**src/rtl/etc_tile_accum.sv**
```systemverilog
// Reduction stage after the 4x4 semiring MMA core: folds one partial-product tile
// per K-step into a result tile and hands it off through a one-entry output buffer.
module etc_tile_accum #(
    parameter int W     = 16,
    parameter int CNT_W = 8
) (
    input  logic              clk,
    input  logic              rst,
    input  logic [1:0]        op,
    input  logic              in_valid,
    output logic              in_ready,
    input  logic              in_first,
    input  logic              in_last,
    input  logic [16*W-1:0]   in_tile,
    output logic              out_valid,
    input  logic              out_ready,
    output logic [16*W-1:0]   out_tile,
    output logic [CNT_W-1:0]  k_count,
    output logic              seq_err
);

    typedef enum logic {IDLE, ACCUM} state_t;

    state_t             r_state;
    state_t             w_next_state;
    logic [16*W-1:0]    r_acc;
    logic [16*W-1:0]    r_out;
    logic [16*W-1:0]    w_red;
    logic [16*W-1:0]    w_new_acc;
    logic               r_max;
    logic               r_out_valid;
    logic               r_err;
    logic [CNT_W-1:0]   r_k;
    logic               w_accept;
    logic               w_start;
    logic               w_bad_seq;

    assign in_ready  = !r_out_valid || out_ready;
    assign w_accept  = in_valid && in_ready;
    // A tile starts a fresh reduction whenever nothing is pending or it is flagged first.
    assign w_start   = (r_state == IDLE) || in_first;
    assign w_bad_seq = (r_state == IDLE) ? !in_first : in_first;

    assign out_valid = r_out_valid;
    assign out_tile  = r_out;
    assign k_count   = r_k;
    assign seq_err   = r_err;

    always_comb begin
        w_red = '0;
        for (int e = 0; e < 16; e++) begin
            if (r_max)
                w_red[e*W +: W] = (r_acc[e*W +: W] > in_tile[e*W +: W]) ?
                                  r_acc[e*W +: W] : in_tile[e*W +: W];
            else
                w_red[e*W +: W] = r_acc[e*W +: W] + in_tile[e*W +: W];
        end
    end

    always_comb begin
        w_next_state = r_state;
        w_new_acc    = w_start ? in_tile : w_red;
        if (w_accept)
            w_next_state = in_last ? IDLE : ACCUM;
    end

    always_ff @(posedge clk) begin
        if (rst)
            r_state <= IDLE;
        else
            r_state <= w_next_state;
    end

    always_ff @(posedge clk) begin
        if (rst) begin
            r_acc       <= '0;
            r_out       <= '0;
            r_max       <= 1'b0;
            r_out_valid <= 1'b0;
            r_err       <= 1'b0;
            r_k         <= '0;
        end else begin
            if (r_out_valid && out_ready)
                r_out_valid <= 1'b0;
            if (w_accept) begin
                r_acc <= w_new_acc;
                if (w_bad_seq)
                    r_err <= 1'b1;
                if (w_start) begin
                    r_max <= (op != 2'd0);
                    r_k   <= CNT_W'(1);
                end else if (r_k != {CNT_W{1'b1}}) begin
                    r_k   <= r_k + CNT_W'(1);
                end
                // A new result overrides the drain above, so back-to-back results have no bubble.
                if (in_last) begin
                    r_out       <= w_new_acc;
                    r_out_valid <= 1'b1;
                end
            end
        end
    end

endmodule

```
**config.mk**
```make
export PLATFORM = sky130hd
export DESIGN_NAME = etc_tile_accum
export DESIGN_NICKNAME = d
export VERILOG_FILES = /design/src/rtl/etc_tile_accum.sv
export SDC_FILE = /design/constraint.sdc
export NUM_CORES = 2
export LEC_CHECK = 0
export CORE_ASPECT_RATIO = 1.5
export CORE_MARGIN = 1.5
export CORE_UTILIZATION = 55
export DETAILED_ROUTE_END_ITERATION = 6
export MAX_ROUTING_LAYER = met4
export PLACE_DENSITY_LB_ADDON = 0.12
export SYNTH_ARGS = -nofsm -noshare
export SYNTH_HDL_FRONTEND = slang
export SYNTH_SLANG_ARGS = --single-unit
```
**constraint.sdc**
```tcl
create_clock -name clk -period 3.7 [get_ports clk]
set_input_delay 0.74 -clock clk [delete_from_list [all_inputs] [get_ports clk]]
set_output_delay 0.74 -clock clk [all_outputs]
set_load 0.02 [all_outputs]
```
==> impl_metrics.env <==
export IMPL_synth_nets=6313
export IMPL_critPathMaxFanout=4
export IMPL_drc=2
export IMPL_cts_resized=0
export IMPL_die_x_um=231.7
export IMPL_num_rows=125
export IMPL_min_period_ns=3.407
export IMPL_grt_pass1_wl_um=249500
export IMPL_maxCapViolations=0
export IMPL_worst_pin_slew_ns=0.9066
export IMPL_antenna_found_initial=23
export IMPL_clk_pin_slew_ns=0.06
export IMPL_synth_enable_flop_cells=0
export IMPL_power_leakage_nw=24.17
export IMPL_synth_top_area_share_pct=24.31
export IMPL_synth_ff_type="dfxtp_1"
export IMPL_netlist_area_um2=43160
export IMPL_finalHoldViolCount=0
export IMPL_fin_skew_ns=0.02822
export IMPL_crit_required_ns=4.26
export IMPL_seqPwrFrac_pct=33.2
export IMPL_critPathKind="in -> reg"
export IMPL_hold_path_endpoint="out_tile[198]"
export IMPL_outcome="finished with violations"
export IMPL_cts_hold_buffers=0
export IMPL_grt_usage_pct=39.98
export IMPL_cts_made_buffers=56
export IMPL_ys_top_cells_by_area="dfxtp_1 24%, ha_1 14%, a21oi_1 4.8%, nand3b_1 4.3%, inv_1 3.9%"
export IMPL_vdd_drop_max_v=0.0004058
export IMPL_antenna_left=0
export IMPL_cts_buffer_depth=3
export IMPL_reg2reg_slack_ns=0.57
export IMPL_p_clk_share_pct=32.3
export IMPL_switchingPower_mw=6.724
export IMPL_ys_ff_latch=524
export IMPL_grt_ovfl_total=0
export IMPL_clk_latency_ns=0.66
export IMPL_hp_start="out_tile[198]"
export IMPL_fp_dieH_um=346.1
export IMPL_worstReg2RegStart="r_acc[137]"
export IMPL_detail_route_iter0_violations=3126
export IMPL_coreArea_um2=77570
export IMPL_fin_nets=7192
export IMPL_async_flop_share_pct=0
export IMPL_area_growth_pct=29.52
export IMPL_netlist_instances=5535
export IMPL_place_area_um2=53850
export IMPL_seq_area_frac_synth_pct=24.31
export IMPL_swShare_pct=34.62
export IMPL_drt_total_wl_um=162100
export IMPL_rsz0062_at_grt="false"
export IMPL_hold_path_class="reg -> reg"
export IMPL_io_buffer_count=530
export IMPL_avgSynthCellArea_um2=7.797
export IMPL_relSlewSlack_pct=39.56
export IMPL_drt_first_pass_iters=7
export IMPL_ys_warn_count=0
export IMPL_grt_pass1_vias=45960
export IMPL_cts_tree="built"
export IMPL_vias=46790
export IMPL_grt_max_degree=119
export IMPL_violations="DRC"
export IMPL_synth_cell_types=89
export IMPL_start_util_pct=55.63
export IMPL_finalSetupViolations=0
export IMPL_cts_root_buffer="clkbuf_16"
export IMPL_io_pins=531
export IMPL_rr_endpoint="out_tile[128]"
export IMPL_min_period_over_period_pct=92.09
export IMPL_final_area_um2=55900
export IMPL_dieArea_um2=80190
export IMPL_start_kind="input pin"
export IMPL_cts_setup_buffers=0
export IMPL_slew_viol_final=0
export IMPL_utilization_pct=72.06
export IMPL_p_int_mw=12.70
export IMPL_routed_via_density=6.236
export IMPL_post_drt_wl_per_cell_um=21.60
export IMPL_cts_sinks=524
export IMPL_holdPathStages=2
export IMPL_crit_arrival_ns=3.97
export IMPL_place_gp_congestion=0.9893
export IMPL_hpwl_um=119300
export IMPL_combPwrFrac_pct=34.5
export IMPL_fmax_mhz=293.5
export IMPL_powerDensity_nw_per_um2=347.4
export IMPL_htree_levels=2
export IMPL_end_kind="flip-flop"
export IMPL_ff2ff_path_depth=10
export IMPL_synth_largest_area_cell="dfxtp_1"
export IMPL_layout_drive_gt1_share_pct=12.69
## kinds of logic (layout without fill, tap and decap cells)
kind of cell               Yosys count  in the layout  share of synthesized area (%)
buffers and inverters              813           1739                          7.109
muxes                               42             42                         0.9857
AOI/OAI and AO/OA                 1850           1850                          29.05
xor gates and xnor gates           158            158                          3.206
and+or+nand+nor                   1634           1634                          20.16
other                                0             26                              0
adders and majority gates          514            514                          15.18
DFF                                524            524                          24.31
## power by group through the flow
stage	Combinational, mW	Clock, mW	Sequential [mW]
6_report	6.71	6.27	6.44
2_1_floorplan	3.65	0	6.65
5_1_grt	7.25	6.54	6.48
4_1_cts	6.62	6.31	6.42
3_3_place_gp	6.49	0	6.53
3_5_place_dp	6.57	0	6.54
## state kept, by name, summed over array words and instances, names as in the netlist
name       flops
out_tile     256
r_acc        256
k_count        8
out_valid      1
r_max          1
r_state        1
seq_err        1
## layout by cell type, fill, tap and decap left out, types with 99 or more instances in the layout
master,count
buf_4,622
clkdlybuf4s50_1,529
dfxtp_1,523
ha_1,497
inv_1,443
nor2_1,419
a21oi_1,413
o21ai_0,328
nand2_1,327
nand3b_1,248
o22ai_1,127
xnor2_1,126
nor3b_1,99
## cells in the mapped netlist, types with 37 or more instances
cell type    n
dfxtp_1    524
ha_1       498
inv_1      444
nor2_1     424
a21oi_1    414
nand2_1    331
clkbuf_1   328
o21ai_0    328
nand3b_1   248
o22ai_1    127
xnor2_1    126
nor3b_1     99
nor3_1      82
o21bai_1    82
nand2b_1    77
nor2b_1     76
o21ai_1     72
a21o_1      71
a211oi_1    68
a311oi_1    65
o31ai_1     65
nand3_1     62
nand4_1     62
a221oi_1    61
a221o_1     49
nor4_1      41
a31oi_1     38
mux2i_1     38
a41o_1      37
o221ai_1    37
## per-stage QoR
stage	power [mW]	cells	TNS (ns)	hold slack, ns	worst slack [ns]
2_1_floorplan	10.29	5535	0	0.4660	0.3756
3_3_place_gp	13.02	7372	-11.11	0.4446	-0.2429
3_5_place_dp	13.11	7372	-20.23	0.4479	-0.2389
4_1_cts	19.35	7477	0	0.4556	0.3563
5_1_grt	20.27	7500	0	0.4766	0.09563
6_report	19.42	7503	0	0.4550	0.2925
## critical path: stages
cell and delay [ns]:
clkdlybuf4s50_1 0.52, inv_1 0.07, ha_1 0.31, and3_1 0.21
a221o_1 0.36, a221o_1 0.43, o311ai_4 0.34, buf_4 0.20
o22ai_1 0.08, a221oi_1 0.41, nand2_1 0.12, a21oi_1 0.17
## metal layers
layer / GRT usage, % / part of all wire, % / vias up
met1: 43.72 / 38 / 22410
met4: 21.31 / 5.6 / 0
met2: 67.47 / 49 / 1834
li1: - / - / 22110
met3: 8.399 / 8.1 / 437
met5: - / 0 / -
## worst max-delay path by stage
stage,slack (ns),from,cells after the start,to
4_1_cts,0.36,in_tile[138],12,out_tile[128]
3_3_place_gp,-0.24,in_tile[74],13,r_acc[78]
6_report,0.29,in_tile[137],12,out_tile[128]
5_1_grt,0.1,in_tile[74],12,r_acc[69]
3_5_place_dp,-0.24,in_tile[74],13,r_acc[78]
2_1_floorplan,0.38,in_tile[121],10,r_acc[126]
## final cells by class
| cell class | count | area, um^2 |
|---|---|---|
| Antenna cell | 26 | 65.06 |
| Clock buffer | 73 | 1556 |
| Clock inverter | 32 | 425.4 |
| Fill cell | 6473 | 21680 |
| Inverter | 445 | 1678 |
| Multi-Input combinational cell | 4198 | 29690 |
| Sequential cell | 524 | 10490 |
| Tap cell | 1016 | 1271 |
| Timing Repair Buffer | 1189 | 10720 |
Note: power is estimated with default switching activity, not from simulation.
